$ cat src/rtl/wts_mem_arbiter_if.sv
// wts_mem_arbiter bus bundle.
// CPU port, sound fetch port and external memory pins.
interface wts_mem_arbiter_if;
  logic        cpu_req;
  logic        cpu_we;
  logic [20:0] cpu_a;
  logic [7:0]  cpu_d;
  logic [7:0]  cpu_q;
  logic        cpu_ack;
  logic [3:0]  snd_req;
  logic [83:0] snd_a;
  logic [7:0]  snd_q;
  logic [3:0]  snd_ack;
  logic        mem_ncs;
  logic        mem_noe;
  logic        mem_nwe;
  logic [20:0] mem_a;
  logic [7:0]  mem_d_out;
  logic        mem_d_oe;
  logic [7:0]  mem_d_in;

  modport master (
    output cpu_req,
    output cpu_we,
    output cpu_a,
    output cpu_d,
    input  cpu_q,
    input  cpu_ack,
    output snd_req,
    output snd_a,
    input  snd_q,
    input  snd_ack,
    input  mem_ncs,
    input  mem_noe,
    input  mem_nwe,
    input  mem_a,
    input  mem_d_out,
    input  mem_d_oe,
    output mem_d_in
  );

  modport slave (
    input  cpu_req,
    input  cpu_we,
    input  cpu_a,
    input  cpu_d,
    output cpu_q,
    output cpu_ack,
    input  snd_req,
    input  snd_a,
    output snd_q,
    output snd_ack,
    output mem_ncs,
    output mem_noe,
    output mem_nwe,
    output mem_a,
    output mem_d_out,
    output mem_d_oe,
    input  mem_d_in
  );
endinterface

$ cat src/rtl/wts_mem_arbiter.sv
// wts_mem_arbiter: shares one async SRAM between the CPU
// slot port and four sound fetch channels.
module wts_mem_arbiter #(
  parameter int ACCESS_CYCLES   = 3,
  parameter int RECOVERY_CYCLES = 1
) (
  input logic              clk,
  input logic              slot_nreset,
  wts_mem_arbiter_if.slave bus
);

  localparam logic [3:0] ACC_LAST = 4'(ACCESS_CYCLES - 1);
  localparam logic [3:0] REC_LAST = 4'(RECOVERY_CYCLES - 1);
  localparam logic [3:0] NWE_END  = 4'(ACCESS_CYCLES - 2);

  typedef enum logic [1:0] {
    IDLE,
    ACCESS,
    RECOVER
  } state_e;

  state_e      state_q, state_d;
  logic [3:0]  cnt_q, cnt_d;

  logic        pend_q, pend_d;
  logic        we_q, we_d;
  logic [20:0] ca_q, ca_d;
  logic [7:0]  cd_q, cd_d;

  logic        prev_cpu_q, prev_cpu_d;
  logic [1:0]  rr_q, rr_d;
  logic        gnt_cpu_q, gnt_cpu_d;
  logic [1:0]  gnt_ch_q, gnt_ch_d;

  logic        ncs_q, ncs_d;
  logic        noe_q, noe_d;
  logic        nwe_q, nwe_d;
  logic        doe_q, doe_d;
  logic [20:0] ma_q, ma_d;
  logic [7:0]  dout_q, dout_d;
  logic        cack_q, cack_d;
  logic [3:0]  sack_q, sack_d;
  logic [7:0]  cq_q, cq_d;
  logic [7:0]  sq_q, sq_d;

  logic        pick_vld;
  logic [1:0]  pick_ch;
  logic [1:0]  rr_idx;
  logic        arb_go;
  logic        arb_cpu;
  logic        acc_end;
  logic        rec_end;
  logic        cpu_done;
  logic        start;
  logic [20:0] snd_addr [4];

  for (genvar g = 0; g < 4; g++) begin : g_sa
    assign snd_addr[g] = bus.snd_a[21*g +: 21];
  end

  assign acc_end  = (state_q == ACCESS) &&
                    (cnt_q == ACC_LAST);
  assign rec_end  = (state_q == RECOVER) &&
                    (cnt_q == REC_LAST);
  assign cpu_done = acc_end && gnt_cpu_q;

  // Round-robin search starting at the pointer.
  always_comb begin
    pick_vld = 1'b0;
    pick_ch  = 2'd0;
    rr_idx   = 2'd0;
    for (int i = 0; i < 4; i++) begin
      rr_idx = rr_q + 2'(i);
      if (!pick_vld && bus.snd_req[rr_idx]) begin
        pick_vld = 1'b1;
        pick_ch  = rr_idx;
      end
    end
  end

  // CPU wins unless it won last time and sound waits.
  assign arb_go  = pend_q || pick_vld;
  assign arb_cpu = pend_q && !(prev_cpu_q && pick_vld);
  assign start   = arb_go &&
                   ((state_q == IDLE) || rec_end);

  // Single-entry CPU request latch; extra pulses dropped.
  always_comb begin
    pend_d = pend_q;
    we_d   = we_q;
    ca_d   = ca_q;
    cd_d   = cd_q;
    if (cpu_done) begin
      pend_d = 1'b0;
    end else if (bus.cpu_req && !pend_q) begin
      pend_d = 1'b1;
      we_d   = bus.cpu_we;
      ca_d   = bus.cpu_a;
      cd_d   = bus.cpu_d;
    end
  end

  // Next state and registered strobe values.
  always_comb begin
    state_d    = state_q;
    cnt_d      = cnt_q;
    prev_cpu_d = prev_cpu_q;
    rr_d       = rr_q;
    gnt_cpu_d  = gnt_cpu_q;
    gnt_ch_d   = gnt_ch_q;
    ncs_d      = ncs_q;
    noe_d      = noe_q;
    nwe_d      = nwe_q;
    doe_d      = doe_q;
    ma_d       = ma_q;
    dout_d     = dout_q;
    cack_d     = 1'b0;
    sack_d     = 4'd0;
    cq_d       = cq_q;
    sq_d       = sq_q;

    unique case (state_q)
      IDLE: begin
        state_d = IDLE;
      end
      ACCESS: begin
        if (acc_end) begin
          state_d = RECOVER;
          cnt_d   = 4'd0;
          ncs_d   = 1'b1;
          noe_d   = 1'b1;
          nwe_d   = 1'b1;
          doe_d   = 1'b0;
          if (gnt_cpu_q) begin
            cack_d = 1'b1;
            if (!we_q) begin
              cq_d = bus.mem_d_in;
            end
          end else begin
            sack_d = 4'b0001 << gnt_ch_q;
            sq_d   = bus.mem_d_in;
          end
        end else begin
          cnt_d = cnt_q + 4'd1;
          if (cnt_q == NWE_END) begin
            nwe_d = 1'b1;
          end
        end
      end
      RECOVER: begin
        if (rec_end) begin
          state_d = IDLE;
        end else begin
          cnt_d = cnt_q + 4'd1;
        end
      end
      default: begin
        state_d = IDLE;
      end
    endcase

    if (start) begin
      state_d    = ACCESS;
      cnt_d      = 4'd0;
      ncs_d      = 1'b0;
      gnt_cpu_d  = arb_cpu;
      prev_cpu_d = arb_cpu;
      if (arb_cpu) begin
        ma_d = ca_q;
        if (we_q) begin
          noe_d  = 1'b1;
          nwe_d  = 1'b0;
          doe_d  = 1'b1;
          dout_d = cd_q;
        end else begin
          noe_d = 1'b0;
          nwe_d = 1'b1;
          doe_d = 1'b0;
        end
      end else begin
        gnt_ch_d = pick_ch;
        rr_d     = pick_ch + 2'd1;
        ma_d     = snd_addr[pick_ch];
        noe_d    = 1'b0;
        nwe_d    = 1'b1;
        doe_d    = 1'b0;
      end
    end
  end

  // State and output registers; reset aborts any access.
  always_ff @(posedge clk or negedge slot_nreset) begin
    if (!slot_nreset) begin
      state_q    <= IDLE;
      cnt_q      <= 4'd0;
      pend_q     <= 1'b0;
      we_q       <= 1'b0;
      ca_q       <= 21'd0;
      cd_q       <= 8'd0;
      prev_cpu_q <= 1'b0;
      rr_q       <= 2'd0;
      gnt_cpu_q  <= 1'b0;
      gnt_ch_q   <= 2'd0;
      ncs_q      <= 1'b1;
      noe_q      <= 1'b1;
      nwe_q      <= 1'b1;
      doe_q      <= 1'b0;
      ma_q       <= 21'd0;
      dout_q     <= 8'd0;
      cack_q     <= 1'b0;
      sack_q     <= 4'd0;
      cq_q       <= 8'd0;
      sq_q       <= 8'd0;
    end else begin
      state_q    <= state_d;
      cnt_q      <= cnt_d;
      pend_q     <= pend_d;
      we_q       <= we_d;
      ca_q       <= ca_d;
      cd_q       <= cd_d;
      prev_cpu_q <= prev_cpu_d;
      rr_q       <= rr_d;
      gnt_cpu_q  <= gnt_cpu_d;
      gnt_ch_q   <= gnt_ch_d;
      ncs_q      <= ncs_d;
      noe_q      <= noe_d;
      nwe_q      <= nwe_d;
      doe_q      <= doe_d;
      ma_q       <= ma_d;
      dout_q     <= dout_d;
      cack_q     <= cack_d;
      sack_q     <= sack_d;
      cq_q       <= cq_d;
      sq_q       <= sq_d;
    end
  end

  assign bus.mem_ncs   = ncs_q;
  assign bus.mem_noe   = noe_q;
  assign bus.mem_nwe   = nwe_q;
  assign bus.mem_d_oe  = doe_q;
  assign bus.mem_a     = ma_q;
  assign bus.mem_d_out = dout_q;
  assign bus.cpu_ack   = cack_q;
  assign bus.cpu_q     = cq_q;
  assign bus.snd_ack   = sack_q;
  assign bus.snd_q     = sq_q;

endmodule
$ cat src/flat_wrapper.sv
// flat-port wrapper written by rule: the top's interface ports become plain ports
module wts_mem_arbiter_flat 
#(
  parameter int ACCESS_CYCLES   = 3,
  parameter int RECOVERY_CYCLES = 1
)
  (clk, slot_nreset, bus_cpu_req, bus_cpu_we, bus_cpu_a, bus_cpu_d, bus_cpu_q, bus_cpu_ack, bus_snd_req, bus_snd_a, bus_snd_q, bus_snd_ack, bus_mem_ncs, bus_mem_noe, bus_mem_nwe, bus_mem_a, bus_mem_d_out, bus_mem_d_oe, bus_mem_d_in);
  wts_mem_arbiter_if bus_i ();
  input logic clk;
  input logic slot_nreset;
  input wire logic [$bits(bus_i.cpu_req)-1:0] bus_cpu_req;
  input wire logic [$bits(bus_i.cpu_we)-1:0] bus_cpu_we;
  input wire logic [$bits(bus_i.cpu_a)-1:0] bus_cpu_a;
  input wire logic [$bits(bus_i.cpu_d)-1:0] bus_cpu_d;
  output wire logic [$bits(bus_i.cpu_q)-1:0] bus_cpu_q;
  output wire logic [$bits(bus_i.cpu_ack)-1:0] bus_cpu_ack;
  input wire logic [$bits(bus_i.snd_req)-1:0] bus_snd_req;
  input wire logic [$bits(bus_i.snd_a)-1:0] bus_snd_a;
  output wire logic [$bits(bus_i.snd_q)-1:0] bus_snd_q;
  output wire logic [$bits(bus_i.snd_ack)-1:0] bus_snd_ack;
  output wire logic [$bits(bus_i.mem_ncs)-1:0] bus_mem_ncs;
  output wire logic [$bits(bus_i.mem_noe)-1:0] bus_mem_noe;
  output wire logic [$bits(bus_i.mem_nwe)-1:0] bus_mem_nwe;
  output wire logic [$bits(bus_i.mem_a)-1:0] bus_mem_a;
  output wire logic [$bits(bus_i.mem_d_out)-1:0] bus_mem_d_out;
  output wire logic [$bits(bus_i.mem_d_oe)-1:0] bus_mem_d_oe;
  input wire logic [$bits(bus_i.mem_d_in)-1:0] bus_mem_d_in;
  assign bus_i.cpu_req = bus_cpu_req;
  assign bus_i.cpu_we = bus_cpu_we;
  assign bus_i.cpu_a = bus_cpu_a;
  assign bus_i.cpu_d = bus_cpu_d;
  assign bus_cpu_q = bus_i.cpu_q;
  assign bus_cpu_ack = bus_i.cpu_ack;
  assign bus_i.snd_req = bus_snd_req;
  assign bus_i.snd_a = bus_snd_a;
  assign bus_snd_q = bus_i.snd_q;
  assign bus_snd_ack = bus_i.snd_ack;
  assign bus_mem_ncs = bus_i.mem_ncs;
  assign bus_mem_noe = bus_i.mem_noe;
  assign bus_mem_nwe = bus_i.mem_nwe;
  assign bus_mem_a = bus_i.mem_a;
  assign bus_mem_d_out = bus_i.mem_d_out;
  assign bus_mem_d_oe = bus_i.mem_d_oe;
  assign bus_i.mem_d_in = bus_mem_d_in;
  wts_mem_arbiter #(.ACCESS_CYCLES(ACCESS_CYCLES), .RECOVERY_CYCLES(RECOVERY_CYCLES)) u_core (.clk(clk), .slot_nreset(slot_nreset), .bus(bus_i));
endmodule
$ cat config.mk
export PLATFORM = sky130hd
export DESIGN_NAME = wts_mem_arbiter_flat
export DESIGN_NICKNAME = d
export VERILOG_FILES = /design/src/rtl/wts_mem_arbiter_if.sv /design/src/rtl/wts_mem_arbiter.sv /design/src/flat_wrapper.sv
export SDC_FILE = /design/constraint.sdc
export NUM_CORES = 1
export LEC_CHECK = 0
export CAP_MARGIN = 20
export CORE_UTILIZATION = 43
export CTS_CLUSTER_SIZE = 24
export DETAILED_ROUTE_END_ITERATION = 10
export GPL_TIMING_DRIVEN = 0
export PLACE_DENSITY_LB_ADDON = 0.25
export SLEW_MARGIN = 40
export SYNTH_ARGS = -nofsm -noshare
export SYNTH_HDL_FRONTEND = slang
export SYNTH_SLANG_ARGS = --single-unit
$ cat constraint.sdc
create_clock -name clk -period 2.8 [get_ports clk]
set_input_delay 0.28 -clock clk [delete_from_list [all_inputs] [get_ports clk]]
set_output_delay 0.28 -clock clk [all_outputs]
set_load 0.005 [all_outputs]
Word level (Yosys, flattened, before mapping)
Cells that the tools add are included.
Word-level totals
  bits in registers: 96
  output and inout port bits: 54
  input port bits: 129
  word-level logic and storage cells: 126
Cells by class
  bitwise operators: 5
  equal/unequal tests: 7
  $add $sub $neg: 5
  muxes and demuxes: 51
  shift operators: 1
  $lt $le $gt $ge: 5
  reduce and logical (&&, ||, !) cells: 33
Operator list (number)
  21-bit two-way mux: 3
  21-bit binary-select mux with 2-bit select: 1
  1-bit two-way mux: 28
  4-bit two-way mux: 6
  2-bit two-way mux: 7
  2-bit by 3-bit less-than comparator with 1-bit output, second input constant: 4
  2-bit AND reduction: 6
  1-bit logical AND: 10
  1-bit binary-select mux with 2-bit select: 4
  4-bit one-hot mux with 2 select lines: 1
  3-bit by 1-bit != test with 1-bit output, second input constant: 2
  3-bit AND reduction: 2
  2-bit nonzero test: 3
  3-bit nonzero test: 2
  1-bit logical NOT: 5
  2-bit by 1-bit adder with 2-bit output, second input constant: 2
  2-bit adder, second input constant: 2
  4-bit by 1-bit adder with 4-bit output, second input constant: 1
  4-bit by 1-bit equality test with 1-bit output, second input constant: 1
  4-bit by 2-bit equality test with 1-bit output, second input constant: 1
  4-bit logical NOT: 1
  1-bit NOT: 4
  2-bit one-hot mux with 2 select lines: 1
  4-bit AND reduction: 1
  8 further kinds: 9

Longest topological paths before layout
  depth after elaboration: 17
  depth in mapped cells: 8
  depth with buffers taken out: 7

Worst setup path after synthesis
No wires, ideal clock.
  kind: register to register
  start: register u_core.cnt_q[0]
  end: register u_core.ma_q[10], in the netlist u_core.bus.mem_a[10]
  arrival: 1.860 ns
  setup time: 0.142 ns
  data required time: 2.658 ns
  path buffers: 1
  cell stages (with the launch flop): 8
  slack: 0.798 ns
  clock period less this slack: 2.002 ns
  cell sequence: dfrtp_1 -> inv_1 -> ha_1 -> and4bb_2 -> o221ai_1 -> nand2b_1 -> clkbuf_1 -> o221ai_1
On the way
  cells in the longest elaborated chain, start to end: 4
Ends and longest elaborated chain
  start: declaration: line wts_mem_arbiter.sv:23  | logic [3:0] cnt_q, cnt_d;
  start signal: assignment: line wts_mem_arbiter.sv:216  | cnt_q <= cnt_d;
  4-bit logical NOT: line wts_mem_arbiter.sv:64  | (cnt_q == REC_LAST);
  1-bit logical AND: line wts_mem_arbiter.sv:63  | assign rec_end = (state_q == RECOVER) &&
  1-bit logical OR: line wts_mem_arbiter.sv:85  | ((state_q == IDLE) || rec_end);
  1-bit logical AND: line wts_mem_arbiter.sv:84  | assign start = arb_go &&
  end signal: assignment: line wts_mem_arbiter.sv:229  | ma_q <= ma_d;
  end: declaration: line wts_mem_arbiter.sv:39  | logic [20:0] ma_q, ma_d;
No other way between the ends.
A chain may end at the register's enable or synchronous reset.

Final worst setup path
  start: register u_core.state_q[0]
  end: register u_core.ma_q[19], in the netlist u_core.bus.mem_a[19]
On the way
  cells in the longest elaborated chain, start to end: 4
  elaborated cells between the ends (all ways): 5
  those cells by class: eq/ne (1); reduce/logical (4)
Ends and longest elaborated chain
  start: declaration: line wts_mem_arbiter.sv:22  | state_e state_q, state_d;
  start signal: assignment: line wts_mem_arbiter.sv:215  | state_q <= state_d;
  2-bit equality test: line wts_mem_arbiter.sv:63
  1-bit logical AND: line wts_mem_arbiter.sv:63
  1-bit logical OR *: line wts_mem_arbiter.sv:85
  1-bit logical AND *: line wts_mem_arbiter.sv:84
Every way passes the cells marked *; elsewhere a longest branch is shown, timed or not.

==> report_table.html <==
<table>
<tr><th>Metric</th><th>Value</th></tr>
<tr><th colspan="2">Yosys</th></tr>
<tr><td>Proportion of synthesized chip area in sequential cells</td><td>0.539</td></tr>
<tr><td>Synth warnings</td><td>0</td></tr>
<tr><td>Post-synthesis average cell area</td><td>13.0 um2</td></tr>
<tr><td>Number of distinct library cells after synthesis</td><td>39</td></tr>
<tr><td>Number of register bits inferred by synthesis</td><td>96</td></tr>
<tr><td>Post-synthesis instance area</td><td>4460 um2</td></tr>
<tr><td>Synthesized netlist cell count</td><td>342</td></tr>
<tr><td>Post-Syn Nets</td><td>478</td></tr>
<tr><th colspan="2">Timing</th></tr>
<tr><td>Final Max Tran Viols</td><td>0</td></tr>
<tr><td>Fmax</td><td>0.420 GHz</td></tr>
<tr><td>Clock tree skew after final layout</td><td>0.0152 ns</td></tr>
<tr><td>Transition time at the pin with the least slew margin</td><td>0.713 ns</td></tr>
<tr><td>RSZ-0062 raised after global routing</td><td>no</td></tr>
<tr><td>Headroom to the max-slew limit</td><td>0.523</td></tr>
<tr><td>Final setup violation count</td><td>0</td></tr>
<tr><td>Number of endpoints with negative hold slack in the final report</td><td>0</td></tr>
<tr><td>Setup_tns</td><td>0 ns</td></tr>
<tr><td>Crit share post-route</td><td>0.850</td></tr>
<tr><td>Period minus WS final</td><td>2.38 ns</td></tr>
<tr><td>Setup ws final</td><td>0.419 ns</td></tr>
<tr><th colspan="2">Place</th></tr>
<tr><td>Buffers on Ports</td><td>182</td></tr>
<tr><td>Weighted congestion at the end of routability-driven global placement</td><td>0.848</td></tr>
<tr><td>Pre-CTS setup slack</td><td>0.112 ns</td></tr>
<tr><td>Half-perimeter wire length of the detailed placement result</td><td>9.55 mm</td></tr>
<tr><th colspan="2">Power</th></tr>
<tr><td>Proportion of power drawn by combinational gates</td><td>0.481</td></tr>
<tr><td>Portion of total power attributed to the clock network</td><td>0.143</td></tr>
<tr><td>Switching share of total power</td><td>0.358</td></tr>
<tr><td>Reported leakage power</td><td>3.01 nW</td></tr>
<tr><td>Seq pwr share</td><td>0.376</td></tr>
<tr><td>Power Total</td><td>6.26 mW</td></tr>
<tr><td>Internal</td><td>4.02 mW</td></tr>
<tr><td>Switching power total</td><td>2.24 mW</td></tr>
<tr><td>Worst IR Drop VDD</td><td>0.429 mV</td></tr>
<tr><td>Total power density per cell area</td><td>935 nW/um2</td></tr>
<tr><th colspan="2">Setup path</th></tr>
<tr><td>Nature of the critical path endpoint</td><td>flop</td></tr>
<tr><td>Data arrival time at the worst-slack endpoint</td><td>2.65 ns</td></tr>
<tr><td>Data required, critical path</td><td>3.07 ns</td></tr>
<tr><td>Type of the worst setup path</td><td>flop to flop</td></tr>
<tr><td>Critical Path Source Type</td><td>flop</td></tr>
<tr><td>Crit path max fanout</td><td>10</td></tr>
<tr><th colspan="2">Die</th></tr>
<tr><td>Initial Util</td><td>0.450</td></tr>
<tr><td>Horiz. Die Dim</td><td>104 um</td></tr>
<tr><td>Number of I/O pins</td><td>183</td></tr>
<tr><td>Row count</td><td>36</td></tr>
<tr><td>Die Footprint</td><td>10800 um2</td></tr>
<tr><td>Placeable core area</td><td>9910 um2</td></tr>
<tr><td>Die boundary height</td><td>104 um</td></tr>
<tr><th colspan="2">Final layout</th></tr>
<tr><td>Total number of nets in the final design</td><td>673</td></tr>
<tr><td>Syn-to-layout area delta</td><td>50.1%</td></tr>
<tr><td>Post-Route Utilization</td><td>0.676</td></tr>
<tr><td>Fraction of final layout cells sized beyond drive strength 1</td><td>0.170</td></tr>
<tr><td>Ant diodes</td><td>0</td></tr>
<tr><th colspan="2">CTS</th></tr>
<tr><td>Worst-path clk slew</td><td>0.10 ns</td></tr>
<tr><td>Number of buffers added for setup after CTS</td><td>0</td></tr>
<tr><td>Depth of the CTS H-tree</td><td>3</td></tr>
<tr><td>CTS max path bufs</td><td>2</td></tr>
<tr><td>Clock root buffer</td><td>sky130_fd_sc_hd__clkbuf_8</td></tr>
<tr><td>Clock latency reported for the late side of the worst-skew pair</td><td>0.36 ns</td></tr>
<tr><td>TritonCTS clock tree</td><td>yes</td></tr>
<tr><td>TritonCTS sink count</td><td>96</td></tr>
<tr><td>Number of buffers created by CTS</td><td>9</td></tr>
<tr><th colspan="2">GRT</th></tr>
<tr><td>Antenna violations before repair</td><td>0</td></tr>
<tr><td>Vias in the first global route</td><td>3931</td></tr>
<tr><td>Largest net degree at the start of global routing</td><td>52</td></tr>
<tr><td>First-pass GRT wire length</td><td>20.2 mm</td></tr>
<tr><td>Total routing resource utilization after global routing</td><td>0.238</td></tr>
<tr><td>Overflow left after global routing</td><td>0</td></tr>
<tr><th colspan="2">Routing</th></tr>
<tr><td>Total wirelength of the detailed-routed design</td><td>12.4 mm</td></tr>
<tr><td>Vias after detailed routing</td><td>3544</td></tr>
<tr><td>Pre-antenna DRT Iters</td><td>4</td></tr>
<tr><td>Number of antenna-violating nets in the routed design</td><td>0</td></tr>
<tr><td>Average detailed-routed wire length per instance</td><td>18.4 um</td></tr>
<tr><td>DRC violations left</td><td>0</td></tr>
<tr><td>Post-detailed-route via-to-cell ratio</td><td>5.25</td></tr>
<tr><td>DR iter-0 viols</td><td>161</td></tr>
<tr><th colspan="2">Min path</th></tr>
<tr><td>Min-Delay Path Class</td><td>primary input to async pin</td></tr>
<tr><th colspan="2">Job</th></tr>
<tr><td>Number of max-cap violations</td><td>0</td></tr>
<tr><th colspan="2">Run status</th></tr>
<tr><td>Outcome</td><td>completed</td></tr>
</table>
==> worst max-delay path: stages, from the launching register on <==
cell and delay [ns]:
sky130_fd_sc_hd__dfrtp_1 0.40, sky130_fd_sc_hd__inv_1 0.11, sky130_fd_sc_hd__ha_1 0.22, sky130_fd_sc_hd__and4bb_2 0.34, sky130_fd_sc_hd__nor2_1 0.11, sky130_fd_sc_hd__a211oi_4 0.34
sky130_fd_sc_hd__clkbuf_1 0.52, sky130_fd_sc_hd__a22oi_1 0.16, sky130_fd_sc_hd__o221ai_1 0.11
==> per-stage QoR <==
step	hold slack (ns)	cells	instance area (um2)
6_report	0.395	675	6700
3_3_place_gp	0.479	657	6450
5_1_grt	0.418	675	6700
2_1_floorplan	-0.0156	342	4460
4_1_cts	0.394	675	6690
3_5_place_dp	0.193	658	6480
==> path summary, 6_finish.rpt <==
path / start / end / slack (ns) / cells past startpoint
max: u_core.state_q[0] / u_core.bus.mem_a[19] / 0.42 / 8
max reg2reg: u_core.state_q[0] / u_core.bus.mem_a[19] / 0.42 / 8
min reg2reg: u_core.gnt_ch_q[1] / u_core.bus.snd_ack[1] / 0.51 / 1
max in group asynchronous: slot_nreset / u_core.bus.mem_nwe / 1.79 / 3
min in group clk: u_core.gnt_ch_q[1] / u_core.bus.snd_ack[1] / 0.51 / 1
min: slot_nreset / u_core.bus.cpu_q[4] / 0.39 / 2
==> cell usage after synthesis <==
library cell	instances	area share
sky130_fd_sc_hd__a211oi_1	2	0.0034
sky130_fd_sc_hd__a211oi_4	1	0.0045
sky130_fd_sc_hd__a21o_1	2	0.0034
sky130_fd_sc_hd__a21oi_1	2	0.0022
sky130_fd_sc_hd__a22oi_1	23	0.039
sky130_fd_sc_hd__and3_1	3	0.0042
sky130_fd_sc_hd__and4bb_2	1	0.0028
sky130_fd_sc_hd__buf_1	1	0.00084
sky130_fd_sc_hd__buf_2	9	0.010
sky130_fd_sc_hd__buf_6	1	0.0025
sky130_fd_sc_hd__clkbuf_1	7	0.0059
sky130_fd_sc_hd__dfrtp_1	93	0.52
sky130_fd_sc_hd__dfstp_2	3	0.018
sky130_fd_sc_hd__ha_1	7	0.020
sky130_fd_sc_hd__inv_1	8	0.0067
sky130_fd_sc_hd__mux2_2	48	0.12
sky130_fd_sc_hd__mux2_4	7	0.024
sky130_fd_sc_hd__mux2i_1	42	0.094
sky130_fd_sc_hd__nand2_1	14	0.012
sky130_fd_sc_hd__nand2b_1	2	0.0028
sky130_fd_sc_hd__nand3_1	2	0.0022
sky130_fd_sc_hd__nand4_1	2	0.0028
sky130_fd_sc_hd__nand4bb_1	1	0.0025
sky130_fd_sc_hd__nor2_1	15	0.013
sky130_fd_sc_hd__nor2b_1	3	0.0042
sky130_fd_sc_hd__nor3_1	2	0.0022
sky130_fd_sc_hd__nor4_1	1	0.0014
sky130_fd_sc_hd__o211a_1	1	0.0022
sky130_fd_sc_hd__o21a_1	2	0.0034
sky130_fd_sc_hd__o21ai_0	5	0.0056
sky130_fd_sc_hd__o221a_2	1	0.0025
sky130_fd_sc_hd__o221ai_1	22	0.043
sky130_fd_sc_hd__o22ai_1	2	0.0028
sky130_fd_sc_hd__o22ai_2	1	0.0028
sky130_fd_sc_hd__o31a_1	1	0.0020
sky130_fd_sc_hd__or2_0	1	0.0014
sky130_fd_sc_hd__or4_4	1	0.0025
sky130_fd_sc_hd__xnor2_1	1	0.0020
sky130_fd_sc_hd__xor2_1	2	0.0039
==> routing by layer <==
metal	up-vias	global-route usage	share of wire
li1	1664	-	-
met1	1772	0.296	0.42
met2	100	0.419	0.52
met3	8	0.0558	0.051
met4	0	0.0571	0.0085
met5	-	0	0
==> cells by family (layout without fill, tap and decap cells) <==
| family | count (synthesis) | after routing | synth area share |
|---|---|---|---|
| DFF | 96 | 96 | 0.539 |
| AOI/OAI and AO/OA | 65 | 65 | 0.117 |
| and+or+nand+nor | 48 | 48 | 0.0536 |
| xor gates and xnor gates | 3 | 3 | 0.00589 |
| buffers and inverters | 26 | 226 | 0.0261 |
| muxes | 97 | 97 | 0.239 |
| adders and majority gates | 7 | 7 | 0.0196 |
==> layout make-up <==
type                            count  area, um2
Fill cell                         784       3210
Sequential cell                    96       2410
Multi-Input combinational cell    220       1950
Timing Repair Buffer              184       1860
Tap cell                          133        166
Clock buffer                        9        124
Buffer                             18       86.3
Clock inverter                      7       72.6
Inverter                            8       30.0
==> registers in the layout (all words and copies together) (netlist names), 2 cells and up <==
name                  flops
u_core.bus.mem_a         21
u_core.ca_q              21
u_core.bus.cpu_q          8
u_core.bus.mem_d_out      8
u_core.bus.snd_q          8
u_core.cd_q               8
u_core.bus.snd_ack        4
u_core.cnt_q              4
u_core.gnt_ch_q           2
u_core.rr_q               2
u_core.state_q            2
==> timing repair <==
action | CTS | global route
setup endpoints to repair | 0 | 1
hold buffers | 1 | 0
resized for setup | 0 | 1
hold endpoints to repair | 45 | 0
==> power by group through the flow <==
stage / registers [mW] / logic (mW) / clock network [mW]
after detailed placement: 2.37 / 3.01 / 0
after global routing: 2.44 / 3.27 / 0.977
after floorplan: 2.31 / 1.69 / 0
after CTS: 2.35 / 3.02 / 0.917
after global placement: 2.34 / 2.91 / 0
final: 2.36 / 3.01 / 0.892
==> layout by cell type (no fill, tap or decap), drive strengths merged, types with 2 or more instances in the layout <==
master	instances
clkdlybuf4s50	181
dfrtp	93
mux2	55
mux2i	42
a22oi	23
o221ai	22
clkbuf	16
nor2	15
nand2	14
buf	13
inv	12
ha	7
o21ai	5
and3	3
nor2b	3
dfstp	3
o22ai	3
a211oi	3
clkinv	3
nand4	2
nand3	2
a21o	2
a21oi	2
nor3	2
o21a	2
xor2	2
nand2b	2
(Power assumes the default switching activity.)
